$ cat src/rtl/scp_useq_pkg.sv
// Shared constants for the microcode sequencer.
// Address is {page, step}; cw is the registered decode ROM word.
package scp_useq_pkg;

    localparam int ADDR_W = 10;
    localparam int PAGE_W = 8;
    localparam int STEP_W = 2;
    localparam int CW_W   = 44;

    localparam logic [1:0] ST_PRIME = 2'd0;
    localparam logic [1:0] ST_RUN   = 2'd1;
    localparam logic [1:0] ST_HALT  = 2'd2;

    localparam logic [PAGE_W-1:0] DEF_FETCH_PAGE = 8'h00;
    localparam logic [PAGE_W-1:0] DEF_IRQ_PAGE   = 8'hFE;
    localparam logic [PAGE_W-1:0] DEF_TRAP_PAGE  = 8'hFF;

    localparam int DEF_END_BIT   = 43;
    localparam int DEF_JUMP_BIT  = 42;
    localparam int DEF_WAIT_BIT  = 41;
    localparam int DEF_HALT_BIT  = 40;
    localparam int DEF_JPAGE_LSB = 0;

    localparam logic [STEP_W-1:0] STEP_LAST = 2'd3;

endpackage

$ cat src/rtl/useq_next_addr.sv
// Next-microaddress priority chain: stall, halt, end, jump, step.
// Purely combinational; the top registers its page/step/state.
module useq_next_addr
    import scp_useq_pkg::*;
#(
    parameter logic [PAGE_W-1:0] FETCH_PAGE = DEF_FETCH_PAGE,
    parameter logic [PAGE_W-1:0] IRQ_PAGE   = DEF_IRQ_PAGE,
    parameter logic [PAGE_W-1:0] TRAP_PAGE  = DEF_TRAP_PAGE,
    parameter int END_BIT   = DEF_END_BIT,
    parameter int JUMP_BIT  = DEF_JUMP_BIT,
    parameter int WAIT_BIT  = DEF_WAIT_BIT,
    parameter int HALT_BIT  = DEF_HALT_BIT,
    parameter int JPAGE_LSB = DEF_JPAGE_LSB
) (
    input  logic [1:0]        state,
    input  logic [PAGE_W-1:0] page,
    input  logic [STEP_W-1:0] step,
    input  logic [CW_W-1:0]   cw,
    input  logic [PAGE_W-1:0] ir_opcode,
    input  logic              mem_ready,
    input  logic              irq,
    input  logic              int_en,
    input  logic              resume,
    output logic [1:0]        nxt_state,
    output logic [PAGE_W-1:0] nxt_page,
    output logic [STEP_W-1:0] nxt_step,
    output logic              cw_ok,
    output logic              set_fault,
    output logic              done_req,
    output logic              ack_req
);

    logic bad_op;
    logic unused_cw;

    // Only a few control bits steer sequencing; the rest feed the datapath.
    assign unused_cw = ^cw;

    // Opcodes that would land on a reserved page are illegal dispatches.
    assign bad_op = (ir_opcode == FETCH_PAGE) ||
                    (ir_opcode == IRQ_PAGE) ||
                    (ir_opcode == TRAP_PAGE);

    // Select next page/step/state from the current word and mode.
    always_comb begin
        nxt_state = state;
        nxt_page  = page;
        nxt_step  = step;
        cw_ok     = 1'b0;
        set_fault = 1'b0;
        done_req  = 1'b0;
        ack_req   = 1'b0;
        unique case (state)
            ST_PRIME: begin
                nxt_state = ST_RUN;
                nxt_page  = FETCH_PAGE;
                nxt_step  = '0;
            end
            ST_HALT: begin
                if (resume) begin
                    nxt_state = ST_RUN;
                    nxt_page  = FETCH_PAGE;
                    nxt_step  = '0;
                end
            end
            ST_RUN: begin
                if (!(cw[WAIT_BIT] && !mem_ready)) begin
                    cw_ok = 1'b1;
                    if (cw[HALT_BIT]) begin
                        nxt_state = ST_HALT;
                    end else if (cw[END_BIT]) begin
                        nxt_step = '0;
                        if (page == FETCH_PAGE) begin
                            if (bad_op) begin
                                nxt_page  = TRAP_PAGE;
                                set_fault = 1'b1;
                            end else begin
                                nxt_page = ir_opcode;
                            end
                        end else begin
                            done_req = 1'b1;
                            if (irq && int_en) begin
                                nxt_page = IRQ_PAGE;
                                ack_req  = 1'b1;
                            end else begin
                                nxt_page = FETCH_PAGE;
                            end
                        end
                    end else if (cw[JUMP_BIT]) begin
                        nxt_page = cw[JPAGE_LSB +: PAGE_W];
                        nxt_step = '0;
                    end else if (step == STEP_LAST) begin
                        nxt_page  = TRAP_PAGE;
                        nxt_step  = '0;
                        set_fault = 1'b1;
                    end else begin
                        nxt_step = step + 1'b1;
                    end
                end
            end
            default: begin
                nxt_state = ST_PRIME;
                nxt_page  = FETCH_PAGE;
                nxt_step  = '0;
            end
        endcase
    end

endmodule

$ cat src/rtl/microcode_sequencer.sv
// Microcode sequencer: holds page/step/state/fault registers.
// addr is the next {page,step}; the ROM latches it with our regs.
module microcode_sequencer
    import scp_useq_pkg::*;
#(
    parameter logic [PAGE_W-1:0] FETCH_PAGE = DEF_FETCH_PAGE,
    parameter logic [PAGE_W-1:0] IRQ_PAGE   = DEF_IRQ_PAGE,
    parameter logic [PAGE_W-1:0] TRAP_PAGE  = DEF_TRAP_PAGE,
    parameter int END_BIT   = DEF_END_BIT,
    parameter int JUMP_BIT  = DEF_JUMP_BIT,
    parameter int WAIT_BIT  = DEF_WAIT_BIT,
    parameter int HALT_BIT  = DEF_HALT_BIT,
    parameter int JPAGE_LSB = DEF_JPAGE_LSB
) (
    input  logic              clk,
    input  logic              rst,
    input  logic [CW_W-1:0]   cw,
    input  logic [PAGE_W-1:0] ir_opcode,
    input  logic              mem_ready,
    input  logic              irq,
    input  logic              int_en,
    input  logic              resume,
    output logic [ADDR_W-1:0] addr,
    output logic              cw_valid,
    output logic              instr_done,
    output logic              irq_ack,
    output logic              halted,
    output logic              fault
);

    logic [1:0]        state;
    logic [PAGE_W-1:0] page;
    logic [STEP_W-1:0] step;
    logic [1:0]        nxt_state;
    logic [PAGE_W-1:0] nxt_page;
    logic [STEP_W-1:0] nxt_step;
    logic              set_fault;

    useq_next_addr #(
        .FETCH_PAGE (FETCH_PAGE),
        .IRQ_PAGE   (IRQ_PAGE),
        .TRAP_PAGE  (TRAP_PAGE),
        .END_BIT    (END_BIT),
        .JUMP_BIT   (JUMP_BIT),
        .WAIT_BIT   (WAIT_BIT),
        .HALT_BIT   (HALT_BIT),
        .JPAGE_LSB  (JPAGE_LSB)
    ) u_next (
        .state      (state),
        .page       (page),
        .step       (step),
        .cw         (cw),
        .ir_opcode  (ir_opcode),
        .mem_ready  (mem_ready),
        .irq        (irq),
        .int_en     (int_en),
        .resume     (resume),
        .nxt_state  (nxt_state),
        .nxt_page   (nxt_page),
        .nxt_step   (nxt_step),
        .cw_ok      (cw_valid),
        .set_fault  (set_fault),
        .done_req   (instr_done),
        .ack_req    (irq_ack)
    );

    assign addr   = {nxt_page, nxt_step};
    assign halted = (state == ST_HALT);

    // Track the ROM's address; fault is sticky until reset.
    always_ff @(posedge clk or negedge rst) begin
        if (!rst) begin
            state <= ST_PRIME;
            page  <= FETCH_PAGE;
            step  <= '0;
            fault <= 1'b0;
        end else begin
            state <= nxt_state;
            page  <= nxt_page;
            step  <= nxt_step;
            if (set_fault) begin
                fault <= 1'b1;
            end
        end
    end

endmodule

$ cat config.mk
export PLATFORM = sky130hd
export DESIGN_NAME = microcode_sequencer
export DESIGN_NICKNAME = d
export VERILOG_FILES = /design/src/rtl/scp_useq_pkg.sv /design/src/rtl/useq_next_addr.sv /design/src/rtl/microcode_sequencer.sv
export SDC_FILE = /design/constraint.sdc
export NUM_CORES = 1
export LEC_CHECK = 0
export BUFFER_PORTS_ARGS = -buffer_cell sky130_fd_sc_hd__buf_2
export CORE_MARGIN = 2
export CORE_UTILIZATION = 40
export CTS_BUF_LIST = sky130_fd_sc_hd__clkbuf_8 sky130_fd_sc_hd__clkbuf_16
export CTS_CLUSTER_SIZE = 24
export DETAILED_ROUTE_END_ITERATION = 8
export GPL_ROUTABILITY_DRIVEN = 1
export HOLD_SLACK_MARGIN = 0.06
export PLACE_DENSITY_LB_ADDON = 0.05
export SLEW_MARGIN = 20
export SYNTH_ARGS = -nofsm -noshare
export SYNTH_HDL_FRONTEND = slang
export SYNTH_SLANG_ARGS = --single-unit
$ cat constraint.sdc
create_clock -name clk -period 2.6 [get_ports clk]
set_input_delay 0.39 -clock clk [delete_from_list [all_inputs] [get_ports clk]]
set_output_delay 0.39 -clock clk [all_outputs]
set_load 0.05 [all_outputs]
==> impl_metrics.py, run 1 <==
metrics = {
    "run_status": {
        "status": "finished clean",
    },
    "sta": {
        "hold_violations": 0,
        "tightest_slew_ns": 0.3096,
        "max_freq_mhz": 389.0,
        "fin_skew_ns": 0.004181,
        "fin_setup_tns_ns": 0,
        "layout_min_cycle_time_ns": 2.570,
        "grt_setup_unrepaired": "yes",
        "setup_viol": 0,
        "slew_violations": 0,
        "min_period_over_period_pct": 98.86,
        "relSlewSlack_pct": 79.36,
    },
    "critical_path": {
        "critPathLaunch": "page[0]$_DFF_PN0_",
        "r2r-start": "page[0]$_DFF_PN0_",
        "r2r_slack_ns": 0.72,
        "path_class": "flop to primary output",
        "crit_required_ns": 2.21,
        "critPathLaunchType": "flop",
        "cp-end-kind": "primary output",
        "cp_max_fo": 8,
        "crit_arrival_ns": 2.18,
    },
    "placement": {
        "port_buffers": 40,
        "dp_cells": 174,
        "gp_congestion": 0.8189,
        "post-dp-hpwl_um": 2055,
    },
    "finish": {
        "area_growth_pct": 41.48,
        "regArea_um2": 325.3,
        "multi_input_area_um2": 704.4,
        "fin_cells": 179,
        "num-fill-cells": 207,
        "final_nets": 215,
        "final_layout_size_suffix_gt1_share_pct": 47.02,
        "antenna_cells": 0,
    },
    "drt": {
        "drt_first_pass_iters": 4,
        "routedWlPerCell_um": 15.55,
        "drtIter0Drc": 31,
        "vias": 1049,
        "via_per_inst": 5.860,
        "drtAntennaViolNets": 0,
        "wl_um": 2783,
        "drc": 0,
    },
    "power_and_ir_drop": {
        "vdd_drop_max_mv": 0.6038,
        "power.density_mw_per_mm2": 1009,
        "p_leak_uw": 0.0006459,
    },
    "synthesis": {
        "synth_seq_cells": 13,
        "yosysTopAreaCell": "dfrtp_1",
        "syn_inst": 107,
        "synth_seq_area_share_pct": 33.08,
        "synth-edff-count": 0,
        "yosys_warnings": 0,
        "synth_area_um2": 983.4,
        "synth_most_common_cell": "dfrtp_1",
        "synthTopCellsByCount": "13 x dfrtp_1, 12 x nand2_1, 8 x nor2_1",
        "yosys.area.top_type_share_pct": 33.08,
        "syn_area_per_cell_um2": 9.191,
        "synth.distinct_cells": 40,
        "synth_area_leaders": "dfrtp_1 33%, o211ai_2 8.9%, ha_1 6.4%, o2111ai_1 5.3%, nand2_1 4.6%",
        "syn_nets": 170,
        "synth_flop_cell": "dfrtp_1",
        "asyncSetResetFlopFracSynth_pct": 100.0,
    },
    "clock_tree": {
        "clock_latency_ns": 0.25,
        "cts_setup_buffers": 0,
        "clockBufferDepth": 2,
        "cts_tree": "built",
        "clk_pin_slew_ns": 0.06,
        "cts_buffers": 3,
        "root_buffer": "clkbuf_8",
        "cts_sinks": 13,
        "h-tree-depth": 1,
    },
    "grt": {
        "globalRouteTotalUtil_pct": 20.57,
        "grt_max_degree": 14,
        "top_usage_layer": "met2",
        "grt_first_pass_wirelength_um": 4209,
        "grt_use_met3_pct": 6.389,
        "grt_overflow": 0,
        "gr-usage-met2_pct": 34.57,
        "use_met1_pct": 25.61,
        "grt_pass1_vias": 952,
        "antenna_found_initial": 0,
    },
    "worst_hold_path": {
        "min_path_type": "primary input to flop",
        "min_from": "cw[40]",
    },
    "die": {
        "die_y_um": 53.59,
        "die-area_mm2": 0.002871,
        "initial_core_util_pct": 43.21,
        "rows": 17,
        "die_w_um": 53.59,
        "core_area_mm2": 0.002276,
        "io_pins": 73,
    },
    "run": {
        "max_cap_viol_count": 0,
    },
}
[power breakdown]
group / internal [uW] / leakage, uW / total, uW / switching, uW
clock network: 106 / 0.0000255 / 185 / 78.5
registers: 250 / 0.000178 / 295 / 45.5
logic: 349 / 0.000443 / 924 / 575
[worst paths after layout]
kind	depth (start not counted)	to
max in group asynchronous	2	state[0]$_DFFE_PN0P_
min in group asynchronous	2	page[5]$_DFF_PN0_
worst max-delay path	6	addr[7]
worst min-delay path	4	page[0]$_DFF_PN0_
worst max register to register	5	page[4]$_DFF_PN0_
worst min register to register	1	fault$_DFFE_PN0P_
[cell families (layout without fill, tap and decap cells)]
kind of cell               after synthesis  in the layout  synth area share [%]
muxes                                    1              1                 1.018
buffers and inverters                    7             51                 4.070
adders and majority gates                5              5                 6.361
DFF                                     13             13                 33.08
and+or+nand+nor                         45             45                 25.32
AOI/OAI and AO/OA                       36             36                 30.15
[per-layer routing]
layer  vias to the layer above  wire length (um)
met5                         -                 0
met4                         0                14
met3                         2               227
met2                        45              1380
met1                       495              1160
li1                        507                 -
[state kept, by name, summed over array words and instances, names as in the netlist]
| signal | flops |
|---|---|
| page | 8 |
| state | 2 |
| step | 2 |
| fault | 1 |
[final cells by class]
cell class                      instances  area share (%)
Clock inverter                          1          0.3597
Multi-Input combinational cell         87           50.63
Clock buffer                            3           2.968
Timing Repair Buffer                   43           19.06
Inverter                                4           1.079
Tap cell                               28           2.518
Sequential cell                        13           23.38
[critical path, stage by stage, from the launching register on]
cell	delay, ns
dfrtp_1	0.43
or4_4	0.58
o21ai_4	0.16
or2b_4	0.22
nand2_4	0.13
o211ai_2	0.22
buf_6	0.18
[what timing repair did]
item	CTS	global route
cloned	0	0
pin swaps	1	3
endpoints found under the hold margin	13	0
gates resized for setup	14	13
setup endpoints to repair	7	10
hold buffers	1	0
[metrics by stage]
stage          setup slack, ns  hold WS (ns)  power, uW  util, %  area [um^2]
6_report               0.02956        0.4821       1404    61.13         1391
5_1_grt               -0.03875        0.5016       1494    61.13         1391
3_5_place_dp           0.06810        0.2992       1072    53.49         1217
2_1_floorplan           0.1624       0.09441      896.7        -        992.2
3_3_place_gp           0.08367        0.2975       1062    53.49         1217
4_1_cts                0.01729        0.4667       1332    58.49         1331
[cells in the final DEF, fill, tap and decap left out, types with 2 or more instances in the layout]
| cell type | count |
|---|---|
| o22ai_1 | 2 |
| or4_4 | 2 |
| buf_6 | 6 |
| nor2b_2 | 2 |
| buf_4 | 3 |
| o211ai_4 | 2 |
| nor2_1 | 7 |
| o22ai_2 | 4 |
| nor3_1 | 4 |
| o2111ai_1 | 6 |
| inv_1 | 4 |
| o21ai_0 | 2 |
| nor3b_1 | 2 |
| a22oi_1 | 2 |
| ha_1 | 4 |
| clkbuf_8 | 3 |
| dfrtp_1 | 13 |
| nand4_1 | 2 |
| nand2_1 | 12 |
| nor4_1 | 3 |
| a31oi_1 | 2 |
| nand2b_1 | 2 |
| o211ai_2 | 5 |
| buf_2 | 33 |
Power figures use the tool's default switching activity.
==> run 2, diff against run 1 <==
--- a/config.mk
+++ b/config.mk
@@ -8,7 +8,7 @@
 export BUFFER_PORTS_ARGS = -buffer_cell sky130_fd_sc_hd__buf_2
 export CORE_MARGIN = 2
 export CORE_UTILIZATION = 40
-export CTS_BUF_LIST = sky130_fd_sc_hd__clkbuf_8 sky130_fd_sc_hd__clkbuf_16
+export CTS_CLUSTER_DIAMETER = 120
 export CTS_CLUSTER_SIZE = 24
 export DETAILED_ROUTE_END_ITERATION = 8
 export GPL_ROUTABILITY_DRIVEN = 1
==> run 2 against run 1 <==
Compared with the run above:
- the flow now finishes with violations (setup timing)
- cell count is 1.1% higher
- power grew 0.60%
- core utilization increased by 1.8 points
- critical endpoint is now addr[9]
- highest routed layer unchanged
==> impl_metrics.py, run 2 (same netlist as run 1, synthesis figures left out) <==
metrics = {
    "die": {
        "die_y_um": 53.59,
        "io_pins": 73,
        "die_w_um": 53.59,
        "core_area_mm2": 0.002276,
        "initial_core_util_pct": 43.21,
        "rows": 17,
        "die-area_mm2": 0.002871,
    },
    "sta": {
        "grt_setup_unrepaired": "yes",
        "fin_setup_tns_ns": -0.005364,
        "min_period_over_period_pct": 100.2,
        "worst_slack_ns": -0.005364,
        "relSlewSlack_pct": 75.29,
        "max_freq_mhz": 383.8,
        "slew_violations": 0,
        "hold_violations": 0,
        "fin_skew_ns": 0.002338,
        "setup_viol": 1,
        "tightest_slew_ns": 0.3675,
        "layout_min_cycle_time_ns": 2.605,
    },
    "finish": {
        "layout_commonest_cell": "buf_2",
        "largest_register_ffs": 8,
        "fin_area_mm2": 0.001433,
        "fin_cells": 181,
        "final_nets": 217,
        "final_layout_size_suffix_gt1_share_pct": 50.98,
        "final_cell_mix": "33 x buf_2, 13 x dfrtp_1, 12 x nand2_1, 7 x buf_6",
        "largestRegisters": "page (8), state (2), step (2)",
        "area_growth_pct": 45.67,
        "antenna_cells": 0,
        "top_register": "page",
    },
    "grt": {
        "top_usage_layer": "met2",
        "antenna_found_initial": 0,
        "gr-usage-met2_pct": 33.74,
        "grt_pass1_vias": 936,
        "use_met1_pct": 25.61,
        "grt_use_met3_pct": 6.389,
        "globalRouteTotalUtil_pct": 20.40,
        "grt_overflow": 0,
        "grt_max_degree": 14,
        "grt_first_pass_wirelength_um": 4167,
    },
    "drt": {
        "drtIter0Drc": 16,
        "routedWlPerCell_um": 16.01,
        "via_per_inst": 5.840,
        "drtAntennaViolNets": 0,
        "drc": 0,
        "vias": 1057,
        "wl_um": 2897,
        "drt_first_pass_iters": 4,
    },
    "clock_tree": {
        "clk_pin_slew_ns": 0.08,
        "clockBufferDepth": 2,
        "root_buffer": "clkbuf_4",
        "cts_buffers": 3,
        "clock_latency_ns": 0.28,
        "h-tree-depth": 1,
        "cts_tree": "built",
        "cts_sinks": 13,
    },
    "power_and_ir_drop": {
        "finalPower_uw": 1412,
        "power.density_mw_per_mm2": 985.9,
        "vdd_drop_max_mv": 0.5981,
        "p_leak_uw": 0.0006558,
    },
    "placement": {
        "gp_congestion": 0.8189,
        "post-dp-hpwl_um": 2055,
        "port_buffers": 40,
        "dp_cells": 174,
        "post_dp_cell_area_mm2": 0.001217,
    },
    "critical_path": {
        "cp_max_fo": 8,
        "crit_arrival_ns": 2.22,
        "path_class": "flop to primary output",
        "critPathLaunchType": "flop",
        "crit_required_ns": 2.21,
        "cp-end-kind": "primary output",
    },
    "run_status": {
        "violations": "setup timing",
        "status": "finished with violations",
    },
    "worst_hold_path": {
        "min_path_type": "primary input to flop",
    },
    "run": {
        "max_cap_viol_count": 0,
    },
}
run 2: metal layers:
layer,vias up,share of wire (%)
met1,501,42
met2,41,49
met3,6,8.0
li1,509,-
met4,0,1.3
met5,-,0
run 2: final cells by class:
class / count / area, um^2
clock buffers: 3 / 22.52
flip-flops and latches: 13 / 325.3
fillers: 203 / 843.3
repair buffers: 45 / 284.0
inverters: 4 / 15.01
multi-input cells: 87 / 745.7
clock inverters: 1 / 5.005
well taps: 28 / 35.03
run 2: power by group:
group / internal [uW] / switching (uW) / leakage [uW]
sequential: 249 / 46.6 / 0.000178
combinational: 375 / 614 / 0.000460
clock: 57.2 / 71.2 / 0.0000177
total: 681 / 731 / 0.000656
run 2: worst max-delay path: stages (launching register included):
cell       delay [ns]
dfrtp_1          0.40
or4_4            0.60
o21ai_4          0.18
or2b_4           0.24
o2111ai_2        0.19
o211ai_4         0.14
buf_6            0.18
run 2: repair_timing:
item / in CTS / in global routing
pin swaps: 1 / 10
gates cloned: 0 / 0
gates resized for setup: 16 / 19
setup endpoints to repair: 7 / 10
endpoints found under the hold margin: 13 / 0
hold buffers: 1 / 0
buffers inserted: 0 / 2
run 2: final timing paths:
kind / from / to / slack (ns) / cells after the start
hold / removal: cw[40] / page[0]$_DFF_PN0_ / 0.44 / 4
max in group asynchronous: rst / state[0]$_DFFE_PN0P_ / 1.85 / 2
setup reg to reg: page[1]$_DFF_PN0_ / page[6]$_DFF_PN0_ / 0.71 / 6
min in group asynchronous: rst / page[5]$_DFF_PN0_ / 0.52 / 2
setup / recovery: page[1]$_DFF_PN0_ / addr[9] / -0.005 / 6
hold reg to reg: fault$_DFFE_PN0P_ / fault$_DFFE_PN0P_ / 0.50 / 1
run 2: through the flow:
stage / util (%) / hold slack [ns] / setup slack [ns]
2_1_floorplan: - / 0.09441 / 0.1624
3_3_place_gp: 53.49 / 0.2975 / 0.08367
3_5_place_dp: 53.49 / 0.2992 / 0.06810
4_1_cts: 58.00 / 0.4205 / 0.02314
5_1_grt: 62.95 / 0.4553 / -0.05516
6_report: 62.95 / 0.4407 / -0.005364
==> run 3, diff against run 2 <==
--- a/config.mk
+++ b/config.mk
@@ -7,7 +7,7 @@
 export LEC_CHECK = 0
 export BUFFER_PORTS_ARGS = -buffer_cell sky130_fd_sc_hd__buf_2
 export CORE_MARGIN = 2
-export CORE_UTILIZATION = 40
+export CORE_UTILIZATION = 36
 export CTS_CLUSTER_DIAMETER = 120
 export CTS_CLUSTER_SIZE = 24
 export DETAILED_ROUTE_END_ITERATION = 8
==> constraint.sdc (replaced) <==
create_clock -name clk -period 2.1 [get_ports clk]
set_input_delay 0.315 -clock clk [delete_from_list [all_inputs] [get_ports clk]]
set_output_delay 0.315 -clock clk [all_outputs]
set_load 0.05 [all_outputs]
==> run 3 against run 2 <==
Compared with the run above:
- the flow still finishes with violations (setup timing)
- largest cell class unchanged
- design area grew 15%
- via count grew 5.4%
- register-to-register slack lost 0.52 ns
==> impl_metrics.py, run 3 (same netlist as run 1, synthesis figures left out) <==
metrics = {
    "worst_hold_path": {
        "min_from": "resume",
        "hold_path_end": "state[0]$_DFFE_PN0P_",
        "min_path_type": "primary input to flop",
        "worstHoldPathCells": 3,
    },
    "critical_path": {
        "path_class": "flop to primary output",
        "crit_path_max_incr_delay_ns": 0.57,
        "cp-end-kind": "primary output",
        "critPathLaunchType": "flop",
        "r2r_cells": 6,
        "cp_cell_sequence": "or4_4 -> o21ai_2 -> or2b_1 -> buf_12 -> nand2_8 -> o211ai_2 -> buf_6",
        "crit_required_ns": 1.78,
        "critical-path-slowest-cell": "or4_4",
        "r2r_slack_ns": 0.19,
        "critPathLaunch": "page[2]$_DFF_PN0_",
        "r2r-start": "page[6]$_DFF_PN0_",
        "cp_max_fo": 8,
        "crit_family": "simple AND/OR/NAND/NOR gates",
        "crit_arrival_ns": 2.18,
        "cp_num_buf_inv": 2,
        "r2r_end": "page[4]$_DFF_PN0_",
    },
    "sta": {
        "relSlewSlack_pct": 76.26,
        "slew_violations": 0,
        "min_period_over_period_pct": 118.6,
        "worst_slack_ns": -0.3914,
        "layout_min_cycle_time_ns": 2.491,
        "max_freq_mhz": 401.4,
        "fin_hold_ws_ns": 0.3731,
        "fin_skew_ns": 0.003463,
        "setup_viol": 10,
        "tightest_slew_ns": 0.3547,
        "grt_setup_unrepaired": "yes",
        "hold_violations": 0,
    },
    "drt": {
        "drtAntennaViolNets": 0,
        "routedWlPerCell_um": 14.58,
        "vias": 1114,
        "drc": 0,
        "wl_um": 2931,
        "drtIter0Drc": 27,
        "via_per_inst": 5.542,
        "drt_first_pass_iters": 4,
    },
    "placement": {
        "pre_cts_ws_ns": -0.2504,
        "post_dp_cell_area_mm2": 0.001353,
        "port_buffers": 40,
        "gp_congestion": 0.8025,
        "post-dp-hpwl_um": 2166,
    },
    "power_and_ir_drop": {
        "power_frac_clock_pct": 7.8,
        "seqPwrFrac_pct": 17.6,
        "p_sw_uw": 950.8,
        "sw_frac_of_total_pct": 47.12,
        "power.density_mw_per_mm2": 1224,
        "p_int_uw": 1067,
        "p_leak_uw": 0.0007632,
        "power_frac_comb_pct": 74.6,
        "vdd_drop_max_mv": 0.7793,
    },
    "die": {
        "die_w_um": 56.27,
        "rows": 18,
        "initial_core_util_pct": 38.99,
        "die-area_mm2": 0.003166,
        "die_y_um": 56.27,
        "io_pins": 73,
        "core_area_mm2": 0.002522,
    },
    "grt": {
        "grt_max_degree": 14,
        "grt_pass1_vias": 1086,
        "antenna_found_initial": 0,
        "globalRouteTotalUtil_pct": 19.07,
        "grt_overflow": 0,
        "grt_first_pass_wirelength_um": 4719,
    },
    "finish": {
        "fin_area_mm2": 0.001649,
        "fin_util_pct": 65.38,
        "antenna_cells": 0,
        "top_register": "page",
        "final_cell_mix": "28 x buf_2, 21 x buf_4, 13 x dfrtp_1, 12 x nand2_1, 11 x buf_6",
        "final_layout_size_suffix_gt1_share_pct": 58.48,
        "largestRegisters": "page (8), state (2), step (2)",
        "final_nets": 235,
        "layout_commonest_cell": "buf_2",
        "largest_register_ffs": 8,
        "area_growth_pct": 67.68,
    },
    "clock_tree": {
        "h-tree-depth": 1,
        "clockBufferDepth": 2,
        "clk_pin_slew_ns": 0.09,
        "cts_tree": "built",
        "cts_buffers": 3,
        "clock_latency_ns": 0.28,
        "root_buffer": "clkbuf_4",
        "cts_sinks": 13,
    },
    "run_status": {
        "status": "finished with violations",
        "violations": "setup timing",
    },
    "run": {
        "max_cap_viol_count": 0,
    },
}
## run 3: how the worst max path moves through the flow
stage                    to  slack [ns]  depth (start not counted)
global route        addr[9]       -0.47                          7
floorplan           irq_ack       -0.17                          4
global placement    addr[3]       -0.22                          6
detailed placement  addr[3]       -0.25                          6
finish              addr[7]       -0.39                          7
CTS                 addr[4]       -0.37                          7
## run 3: power groups by stage
| stage | registers (uW) | clock network [uW] | logic (uW) |
|---|---|---|---|
| 2_1_floorplan | 359 | 0 | 790 |
| 3_3_place_gp | 357 | 0 | 1180 |
| 3_5_place_dp | 357 | 0 | 1190 |
| 4_1_cts | 352 | 170 | 1430 |
| 5_1_grt | 360 | 176 | 1610 |
| 6_report | 354 | 158 | 1510 |
## run 3: layer usage
metal	vias up	routed length, um	global-route usage [%]
li1	546	-	-
met1	527	1244	23.50
met2	39	1455	33.45
met3	2	216	5.530
met4	0	15	3.061
met5	-	0	0
## run 3: repair_timing
item / CTS / global route
endpoints found under the setup margin: 12 / 12
hold buffers: 1 / 0
gates resized for setup: 38 / 14
pin swaps: 13 / 3
setup buffers: 5 / 3
endpoints found under the hold margin: 13 / 0
## run 3: final cells by class
class	instances	area (um^2)
clock buffer	3	22.52
timing repair buffer	63	466.7
fill	221	873.3
sequential	13	325.3
tap	30	37.54
clock inverter	1	5.005
multi-input combinational	87	777.0
inverter	4	15.01
## run 3: per-stage QoR
step | cells | total power, uW | TNS [ns]
final | 201 | 2018 | -3.095
after global routing | 201 | 2142 | -3.870
after CTS | 198 | 1947 | -2.898
after detailed placement | 188 | 1551 | -1.347
after global placement | 188 | 1536 | -1.193
after floorplan | 107 | 1149 | -1.663
## run 3: worst reg2reg max path, stage by stage (launching register included)
cell and delay, ns:
dfrtp_1 0.38, or4_4 0.57, nor2_4 0.17, nand4_4 0.19, o22ai_2 0.24, o211ai_4 0.11, buf_4 0.14
